[src/rtl/ascii_frame_pkg.sv]
// ascii_frame_pkg: shared encodings, frame lengths and ASCII constants for the frame scheduler
package ascii_frame_pkg;

  typedef enum logic [1:0] {
    M_TIME  = 2'd0,
    M_DATE  = 2'd1,
    M_SW    = 2'd2,
    M_TIMER = 2'd3
  } mode_e;

  typedef enum logic [1:0] {
    S_IDLE,
    S_LOAD,
    S_SEND,
    S_DONE
  } state_e;

  localparam logic [4:0] LEN_TIME  = 5'd10;
  localparam logic [4:0] LEN_DATE  = 5'd16;
  localparam logic [4:0] LEN_SW    = 5'd9;
  localparam logic [4:0] LEN_TIMER = 5'd7;

  localparam logic [7:0] C_COLON    = 8'h3A;
  localparam logic [7:0] C_DASH     = 8'h2D;
  localparam logic [7:0] C_DOT      = 8'h2E;
  localparam logic [7:0] C_SPACE    = 8'h20;
  localparam logic [7:0] C_CR       = 8'h0D;
  localparam logic [7:0] C_LF       = 8'h0A;
  localparam logic [7:0] ASCII_ZERO = 8'h30;
  localparam logic [7:0] ASCII_BAD  = 8'h3F;

  typedef struct packed {
    logic [23:0] time_bcd;
    logic [31:0] date_bcd;
    logic [3:0]  weekday;
    logic [19:0] sw_bcd;
    logic [15:0] timer_bcd;
  } snap_t;

  function automatic logic [4:0] frame_len(input mode_e m);
    return m == M_TIME ? LEN_TIME : m == M_DATE ? LEN_DATE : m == M_SW ? LEN_SW : LEN_TIMER;
  endfunction

endpackage

[src/rtl/ascii_frame_scheduler_frame_char_mux.sv]
// frame_char_mux: selects the ASCII byte at position idx of the frame described by snap and mode
module frame_char_mux
  import ascii_frame_pkg::*;
#(
  parameter int IW = 4
) (
  input  snap_t         snap,
  input  mode_e         mode,
  input  logic [IW-1:0] idx,
  output logic [7:0]    ch
);

  logic [127:0] fr;
  logic [3:0]   b;
  logic [23:0]  t;
  logic [31:0]  d;
  logic [19:0]  s;
  logic [15:0]  r;

  assign b = 4'(idx);
  assign t = snap.time_bcd;
  assign d = snap.date_bcd;
  assign s = snap.sw_bcd;
  assign r = snap.timer_bcd;

  function automatic logic [7:0] asc(input logic [3:0] v);
    return v > 4'd9 ? ASCII_BAD : ASCII_ZERO + {4'h0, v};
  endfunction

  function automatic logic [23:0] wd_txt(input logic [3:0] w);
    case (w)
      4'd0:    return "SUN";
      4'd1:    return "MON";
      4'd2:    return "TUE";
      4'd3:    return "WED";
      4'd4:    return "THU";
      4'd5:    return "FRI";
      4'd6:    return "SAT";
      default: return "MON";
    endcase
  endfunction

  // Whole frame laid out MSB-first, first byte in fr[127:120]; idx picks one byte out of it
  always_comb begin
    fr = mode == M_TIME ? {asc(t[23:20]), asc(t[19:16]), C_COLON, asc(t[15:12]), asc(t[11:8]),
                           C_COLON, asc(t[7:4]), asc(t[3:0]), C_CR, C_LF, 48'h0} :
         mode == M_DATE ? {asc(d[31:28]), asc(d[27:24]), asc(d[23:20]), asc(d[19:16]), C_DASH,
                           asc(d[15:12]), asc(d[11:8]), C_DASH, asc(d[7:4]), asc(d[3:0]),
                           C_SPACE, wd_txt(snap.weekday), C_CR, C_LF} :
         mode == M_SW   ? {asc(s[19:16]), asc(s[15:12]), C_COLON, asc(s[11:8]), asc(s[7:4]),
                           C_DOT, asc(s[3:0]), C_CR, C_LF, 56'h0} :
                          {asc(r[15:12]), asc(r[11:8]), C_COLON, asc(r[7:4]), asc(r[3:0]),
                           C_CR, C_LF, 72'h0};
    ch = fr[{~b, 3'b000} +: 8];
  end

endmodule

[src/rtl/ascii_frame_scheduler.sv]
// ascii_frame_scheduler: snapshots BCD clock values and streams them as an ASCII frame over valid/ready
module ascii_frame_scheduler
  import ascii_frame_pkg::*;
#(
  parameter int MAX_FRAME = 16,
  parameter bit PEND_EN   = 1'b1
) (
  input  logic        clk,
  input  logic        reset_p,
  input  logic        update_req,
  input  logic [1:0]  mode,
  input  logic [23:0] time_bcd,
  input  logic [31:0] date_bcd,
  input  logic [3:0]  weekday,
  input  logic [19:0] sw_bcd,
  input  logic [15:0] timer_bcd,
  output logic [7:0]  tx_data,
  output logic        tx_valid,
  input  logic        tx_ready,
  output logic        busy,
  output logic        frame_done
);

  localparam int IW = $clog2(MAX_FRAME);

  state_e        state, state_n;
  logic [IW-1:0] idx, last_idx;
  logic          pending, take, xfer, last;
  snap_t         snap;
  mode_e         smode;
  logic [7:0]    ch;

  assign last_idx = IW'(frame_len(smode) - 5'd1);

  frame_char_mux #(.IW(IW)) u_mux (
    .snap (snap),
    .mode (smode),
    .idx  (idx),
    .ch   (ch)
  );

  // A new frame starts from IDLE on a request, or straight out of DONE when a request is owed
  always_comb begin
    xfer       = state == S_SEND && tx_ready;
    last       = idx == last_idx;
    take       = (state == S_IDLE && update_req) ||
                 (state == S_DONE && (pending || (PEND_EN && update_req)));
    state_n    = state == S_LOAD ? S_SEND :
                 state == S_SEND ? (xfer && last ? S_DONE : S_SEND) :
                 take ? S_LOAD : S_IDLE;
    tx_valid   = state == S_SEND;
    tx_data    = tx_valid ? ch : 8'h00;
    busy       = state != S_IDLE;
    frame_done = state == S_DONE;
  end

  // State register; reset drops tx_valid at once since outputs decode the state directly
  always_ff @(posedge clk or posedge reset_p) begin
    if (reset_p) state <= S_IDLE;
    else         state <= state_n;
  end

  // Snapshot capture, byte index and the single merged pending request
  always_ff @(posedge clk or posedge reset_p) begin
    if (reset_p) begin
      idx     <= '0;
      pending <= 1'b0;
      snap    <= '0;
      smode   <= M_TIME;
    end else begin
      if (take) begin
        snap  <= '{time_bcd, date_bcd, weekday, sw_bcd, timer_bcd};
        smode <= mode_e'(mode);
      end
      if (state == S_LOAD)     idx <= '0;
      else if (xfer && !last)  idx <= idx + 1'b1;
      pending <= (state == S_IDLE || take) ? 1'b0 : pending | (PEND_EN && update_req);
    end
  end

endmodule
[config.mk]
export PLATFORM = sky130hd
export DESIGN_NAME = ascii_frame_scheduler
export DESIGN_NICKNAME = d
export VERILOG_FILES = /design/src/rtl/ascii_frame_pkg.sv /design/src/rtl/ascii_frame_scheduler_frame_char_mux.sv /design/src/rtl/ascii_frame_scheduler.sv
export SDC_FILE = /design/constraint.sdc
export NUM_CORES = 1
export LEC_CHECK = 0
export BUFFER_PORTS_ARGS = -buffer_cell sky130_fd_sc_hd__buf_2
export CORE_ASPECT_RATIO = 1.4
export CORE_MARGIN = 3
export CORE_UTILIZATION = 55
export DETAILED_ROUTE_END_ITERATION = 10
export GPL_TIMING_DRIVEN = 0
export PLACE_DENSITY = 0.79
export SLEW_MARGIN = 5
export SYNTH_ARGS = -nofsm -noshare
export SYNTH_HDL_FRONTEND = slang
export SYNTH_SLANG_ARGS = --single-unit
[constraint.sdc]
create_clock -name clk -period 3.8 [get_ports clk]
set_clock_uncertainty 0.15 [all_clocks]
set_input_delay 0.19 -clock clk [delete_from_list [all_inputs] [get_ports clk]]
set_output_delay 0.19 -clock clk [all_outputs]
set_load 0.005 [all_outputs]
==> results of run 1 <==
==> where the power goes <==
group / internal [W] / switching (W) / total (W) / leakage [nW]
combinational: 0.00162 / 0.00198 / 0.00361 / 2.02
clock: 0.000531 / 0.000478 / 0.00101 / 0.156
sequential: 0.00170 / 0.000625 / 0.00232 / 1.24
total: 0.00385 / 0.00309 / 0.00694 / 3.42
==> cells in the final DEF (no fill, tap or decap), drive strengths merged, types with 4 or more instances in the layout <==
cell and n:
a21oi 37, dlygate4sd3 101, buf 130, nor2b 6, mux2 93, mux2i 4, o21ai 58, nand2b 8
ha 11, nand3b 5, dfrtp 105, or3 4, o31ai 8, inv 20, nand2 28, nor2 27
a211oi 28, nor3 9, clkbuf 31, o21a 9, a221oi 5, a31oi 5, nand3 10, o2111ai 4
==> tightest hold or removal path: cells and delay by family <==
kind,cells,cell delay [ns]
buffers and inverters,3,0.99
==> state kept, by name, summed over array words and instances (netlist names) <==
register,cells
idx,4
state,2
snap,96
smode,2
pending,1
==> metal layers <==
metal / track usage (%) / share of wire, %
met5: 0 / 0
met4: 25.4 / 7.2
met3: 7.02 / 7.8
met2: 58.7 / 51
met1: 37.7 / 34
==> final cells by class <==
cell class,count,area share [%]
clock inverters,7,1.15
plain buffers,40,2.42
diodes,2,0.0624
flip-flops and latches,105,32.8
clock buffers,9,2.81
repair buffers,213,19.9
multi-input cells,409,38.0
well taps,138,2.15
inverters,16,0.780
==> path summary, 6_finish.rpt <==
path | to | cells after the start
setup / recovery | tx_data[0] | 11
hold / removal | snap[92]$_DFFE_PP0N_ | 3
setup reg to reg | snap[81]$_DFFE_PP0N_ | 7
hold reg to reg | pending$_DFF_PP0_ | 1
max in group asynchronous | snap[49]$_DFFE_PP0N_ | 4
min in group clk | pending$_DFF_PP0_ | 1
==> metrics by stage <==
stage                     hold WS, ns  cell area, µm²
after global placement          0.243            6660
after detailed placement       0.0868            6690
after CTS                       0.269            8020
final                           0.247            8020
after global routing            0.297            8020
after floorplan                 0.157            5930
==> logic make-up (layout without fill, tap and decap cells) <==
group | after synthesis | in the layout | synth area share, %
compound gates | 184 | 184 | 20.2
simple gates | 109 | 109 | 9.12
flops | 105 | 105 | 44.3
mux | 98 | 98 | 18.8
buf+inv | 56 | 285 | 4.28
fa+ha+maj | 11 | 11 | 2.32
xor+xnor | 6 | 6 | 0.886
other cells | 1 | 3 | 0.0632
==> timing repair <==
action | 4_1_cts | 5_1_grt
endpoints found under the setup margin | 0 | 0
resized for setup | 0 | 0
hold buffers | 101 | 0
hold endpoints to repair | 131 | 0
==> synth_stat cells, drive strengths merged (2+ instances only) <==
cell | count | area share, %
a211o | 3 | 0.44
a211oi | 28 | 3.5
inv | 16 | 1.0
nand2 | 28 | 1.8
a31oi | 5 | 0.53
mux2i | 4 | 0.68
o221ai | 2 | 0.40
a21oi | 37 | 3.1
a2111oi | 2 | 0.30
ha | 11 | 2.3
nand4 | 2 | 0.21
or3 | 4 | 0.42
or2 | 3 | 0.40
nor2 | 27 | 1.8
o21a | 9 | 1.1
mux2 | 93 | 18
o31ai | 8 | 1.0
a32oi | 2 | 0.30
xor2 | 3 | 0.44
a22o | 3 | 0.44
nand3b | 5 | 0.63
xnor2 | 3 | 0.44
o311a | 2 | 0.34
and3 | 3 | 0.32
nor3 | 9 | 0.76
nand3 | 10 | 0.84
dfrtp | 105 | 44
clkbuf | 22 | 1.4
a311oi | 2 | 0.30
a221oi | 5 | 0.84
buf | 18 | 1.9
nor2b | 6 | 0.63
o2111ai | 4 | 0.59
o21ai | 58 | 4.9
nand2b | 8 | 0.84
a21boi | 2 | 0.25
==> metrics, run 1 <==
die height 129 µm; CP top delay family buffers and inverters; first-pass GRT wire length between 30 and 40 mm; number of synthesis warnings 0; asr flop ratio synth 100%; f_max 280 MHz; post-route non-filler standard cell count approximately 940; via count 5934; Net Count, Synth 683; Die X between 90 and 100 µm; final hold vios 0; Worst Path Max Fanout 10; Top FF cell, synth dfrtp_1; Req. time, crit path 3.46 ns; dpl ws 0.786 ns; Floorplan Core Area 10500 µm²; vias per cell between 6 and 7; register area ~2600 µm²; DR WL/cell 21.6 µm; Filler cells approximately 690; final WL 20.3 mm; Crit Path Category reg2out; count of different cell masters after synthesis 63; final setup vio count 0; CP dominant cell by count inv_1; Final ANT Viol Nets 0; number of antenna violations at the first check in global routing 2; element type at the critical path end output pin; total power roughly 0.007 W; Total Nets Final 907; R2R setup slack 0.94 ns; area of the mapped netlist 5930 µm²; Clock transition at path regs 0.08 ns; Detailed Place HPWL ~13 mm; Starting Density 56.7%; Final Max Slew Viols 0; initial DRC count 605; cell breakdown of the critical path inv_1, ha_1, buf_6, inv_1, clkbuf_1, nand2_1, a31oi_1, nor3_1, a211oi_1, o31ai_1, buf_2; unrepaired setup endpoints after global routing false; Util after Layout about three quarters; Clock Tree Root clkbuf_16; crit path DAT 3.23 ns; setup tns final 0 ns; min setup slack post-route around 0.23 ns; Cell Rows 44; reg-to-reg startpoint state[0]$_DFF_PP0_; drt pass-1 iters 6; GRT Total Usage approximately a third; Seq/Total Area, Yosys between 40% and 50%; EDFF count, synth 0; clk buf depth 2; setup bufs post-CTS 0; DRC 0; slowest CP cell dfrtp_1; Tmin final 3.57 ns; htree depth 3; total power per unit cell area roughly 860 nW/µm²; Remaining Overflow, GRT 0; Pleak 3.42 nW; total die area 12100 µm²; total of max-cap violations 0; port bufs 111; Worst setup SP type register; worst setup path startpoint smode[0]$_DFFE_PP0N_; slowest stage delay, CP 0.47 ns; Slew @ Worst Pin 0.785 ns; Worst Path Buf+Inv 5; min-delay worst type in2async; CTS tree yes; area of the multi-input gates 3050 µm²; CTS Buf Count 9; Mapped Cells 570; Final Cycle Share between 90 and 100%; Worst-Skew Late Latency 0.35 ns; syn_area_per_cell 10.4 µm²; #FFs+latches synth 105; Num Clock Sinks ~110; placed cells 820; outcome completed; Final GP Congestion 0.920; vias in the first global route 6205; I/O pin total 113; layout cell share with drive strength beyond 1 between 30% and 40%; Area growth syn-to-layout 35.3%; largest net degree at the start of global routing 75; Worst VDD drop about 0.00045 V; worst relative slew slack 47.6%
Power figures use the tool's default switching activity.
==> run 2: changes to the inputs <==
- ABC_AREA: unset -> 1
==> run 2 against run 1 <==
Against the previous run:
- critical path depth up 4
- wire length up 13%
- clock power about the same
- via count up 18%
- register-to-register slack better by 0.23 ns
==> metrics, run 2 <==
Pleak 4.22 nW (+23%); CTS tree yes; Top Registers snap: 96 flops, idx: 4 flops; DRC 0 (unchanged); drt pass-1 iters 8 (+2); count of different cell masters after synthesis 33 (-48%); Seq/Total Area, Yosys 44.2% (-0.15 points); WHS Endpoint state[0]$_DFF_PP0_; Clock Tree Root clkbuf_16; switching part of the total 50.1% (+5.6 points); total power 0.00691 W (-0.35%); Final GP Congestion 0.983 (+6.9%); Crit Path Category reg2out; Cell Int Power 0.00345 W (-10%); Worst Path Max Fanout 7 (-3); first-pass GRT wire length 36.1 mm (+14%); R2R setup slack 1.17 ns (+0.23 ns); area of the mapped netlist 5950 µm² (+0.34%); syn_area_per_cell 6.83 µm² (-34%); Reg power frac 31.3% (-2.2 points); commonest non-fill, non-tap cell in the layout nand2_1; die height 129 µm (+0.16%); Total Nets Final 1207 (+33%); final hold vios 0 (unchanged); htree depth 3 (unchanged); clk buf depth 2 (unchanged); Final ANT Viol Nets 0 (unchanged); outcome completed; hold path start tx_ready; area of the multi-input gates 2890 µm² (-5.3%); Hold Crit Depth 5; Clock transition at path regs 0.08 ns (about the same); Worst setup SP type register; Num Clock Sinks 105 (unchanged); worst relative slew slack 45.3% (-2.3 points); max FFs per register 96 (unchanged); total power per unit cell area 861 nW/µm² (-0.45%); synth top area cells dfrtp_1 44%, nand2_1 23%, o21ai_0 6.7%; crit path DAT 2.88 ns (-0.35 ns); Floorplan Core Area 10500 µm² (unchanged); Slew @ Worst Pin 0.814 ns (+0.0290 ns); vias in the first global route 7273 (+17%); EDFF count, synth 0 (unchanged); dpl ws 1.06 ns (+0.279 ns); final WL 23.0 mm (+13%); initial DRC count 667 (+10%); sw power 0.00346 W (+12%); cell breakdown of the critical path inv_1, ha_1, inv_2, nand2_1, nor2_1, nand2_1, nand3_1, nand2_1, nand3_1, nand3_1, nand2_1, nand2_1, nand2_1, nor2_1, buf_2; vias per cell 5.64 (-11%); slowest CP cell dfrtp_1; Worst Path Buf+Inv 3 (-2); Top FF cell, synth dfrtp_1; Clock power frac 14.6% (about the same); #FFs+latches synth 105 (unchanged); final setup vio count 0 (unchanged); Mapped Cells 871 (+53%); Worst-Skew Late Latency 0.35 ns (about the same); number of synthesis warnings 0 (unchanged); min setup slack post-route 0.577 ns (+0.348 ns); largest net degree at the start of global routing 67 (-11%); Die X 93.9 µm (+0.16%); Starting Density 56.9% (+0.19 points); CP top delay family simple AND/OR/NAND/NOR gates; port bufs 111 (unchanged); Yosys top cell area share 44.2% (-0.15 points); number of antenna violations at the first check in global routing 1 (-1); register area 2630 µm² (unchanged); Remaining Overflow, GRT 0 (unchanged); element type at the critical path end output pin; CTS Buf Count 9 (unchanged); Req. time, crit path 3.46 ns (about the same); total of max-cap violations 0 (unchanged); critical path depth 15 (+4); via count 6982 (+18%); layout cell share with drive strength beyond 1 14.3% (-16 points); Worst VDD drop 0.000480 V (+5.7%); DR WL/cell 18.6 µm (-14%); slowest stage delay, CP 0.46 ns (about the same); area leader, netlist dfrtp_1; min-delay worst type in2reg; CP dominant cell by count nand2_1; Tmin final 3.22 ns (-0.348 ns); Synth top cells by count 361 x nand2_1, 105 x dfrtp_1, 81 x nor2_1, 80 x o21ai_0, 63 x inv_1; R2R depth 8 (+1); Area growth syn-to-layout 35.0%; total die area 12100 µm² (+0.32%); setup bufs post-CTS 0 (unchanged); Net Count, Synth 984 (+44%); Comb power frac 54.1% (+2.1 points); Filler cells 759 (+9.5%); Final Max Slew Viols 0 (unchanged); RR Endpoint snap[78]$_DFFE_PP0N_; unrepaired setup endpoints after global routing false; Detailed Place HPWL 14.8 mm (+13%); Final Cycle Share 84.8% (-9.2 points); reg-to-reg startpoint state[0]$_DFF_PP0_; Biggest register snap; asr flop ratio synth 100% (unchanged); Util after Layout 76.8% (about the same); I/O pin total 113 (unchanged); top-count cell post-synth nand2_1; Cell Rows 44 (unchanged); f_max 310 MHz (+11%); most frequent cells in the layout 361 x nand2_1, 121 x buf_2, 105 x dfrtp_1; GRT Total Usage 39.5% (+5.0 points)
## run 2: cell types whose count changed in the layout (fill, tap and decap cells not counted), sizes merged, moves of 5 or more
cell,previous run,this run
nand2,28,364
mux2,93,0
nor2,27,84
inv,20,75
nand3,10,54
a211oi,28,2
o21ai,58,84
nand2b,8,0
o21a,9,1
o31ai,8,0
a21oi,37,31
nor2b,6,0
clkbuf,31,26
## run 2: logic make-up (layout without fill, tap and decap cells)
| kind of cell | Yosys count | after routing | share of synthesized area, % |
|---|---|---|---|
| buffers and inverters | 109 | 336 | 7.34 |
| xor gates and xnor gates | 1 | 1 | 0.147 |
| other | 1 | 3 | 0.0630 |
| AOI/OAI and AO/OA | 130 | 130 | 11.5 |
| DFF | 105 | 105 | 44.2 |
| and+or+nand+nor | 514 | 514 | 34.4 |
| adders and majority gates | 11 | 11 | 2.31 |
## run 2: worst register-to-register path, delay by kind of cell, from the launching register on
family                     cells  cell delay [ns]
buffers and inverters          4             1.11
AOI/OAI and AO/OA              3             0.60
adders and majority gates      1             0.20
DFF                            1             0.40
## run 2: area by class of cell
| cell class | count | area share [%] |
|---|---|---|
| plain buffers | 36 | 2.03 |
| flip-flops and latches | 105 | 32.7 |
| clock buffers | 9 | 2.81 |
| clock inverters | 6 | 1.12 |
| diodes | 2 | 0.0623 |
| repair buffers | 212 | 19.7 |
| well taps | 138 | 2.15 |
| multi-input cells | 657 | 35.9 |
| inverters | 73 | 3.44 |
## run 2: timing repair
action | CTS | global route
endpoints found under the hold margin | 138 | 0
hold buffers | 100 | 0
gates resized for setup | 0 | 0
## run 2: metal layers
layer / up-vias / wire (µm) / global-route usage (%)
met5: - / 0 / 0
met1: 3227 / 8050 / 43.0
met3: 134 / 1430 / 5.46
met4: 0 / 2060 / 30.9
li1: 3201 / - / -
met2: 420 / 11500 / 68.4
## run 2: power groups by stage
stage                     registers [W]  clock network [W]  logic [W]
after CTS                       0.00212            0.00100    0.00357
after detailed placement        0.00214                  0    0.00347
after floorplan                 0.00194                  0    0.00247
after global placement          0.00213                  0    0.00343
final                           0.00216            0.00101    0.00374
after global routing            0.00219            0.00105    0.00416
## run 2: worst max path at each step
stage                                    start                 end  slack (ns)
after CTS                 smode[1]$_DFFE_PP0N_          tx_data[0]        0.69
after detailed placement  smode[1]$_DFFE_PP0N_          tx_data[0]        1.06
after global routing      smode[1]$_DFFE_PP0N_          tx_data[0]        0.41
after global placement                 reset_p   pending$_DFF_PP0_       -0.39
final                     smode[1]$_DFFE_PP0N_          tx_data[0]        0.58
after floorplan                        reset_p  idx[0]$_DFFE_PP0P_        0.70
## run 2: per-stage QoR
step / setup TNS (ns) / instance area [µm²] / hold slack, ns / std cells
6_report: 0 / 8030 / 0.108 / 1238
5_1_grt: 0 / 8030 / 0.142 / 1237
4_1_cts: 0 / 8020 / 0.110 / 1236
3_5_place_dp: 0 / 6710 / 0.110 / 1121
3_3_place_gp: -39.17 / 6680 / 0.232 / 1120
2_1_floorplan: 0 / 5950 / 0.150 / 871
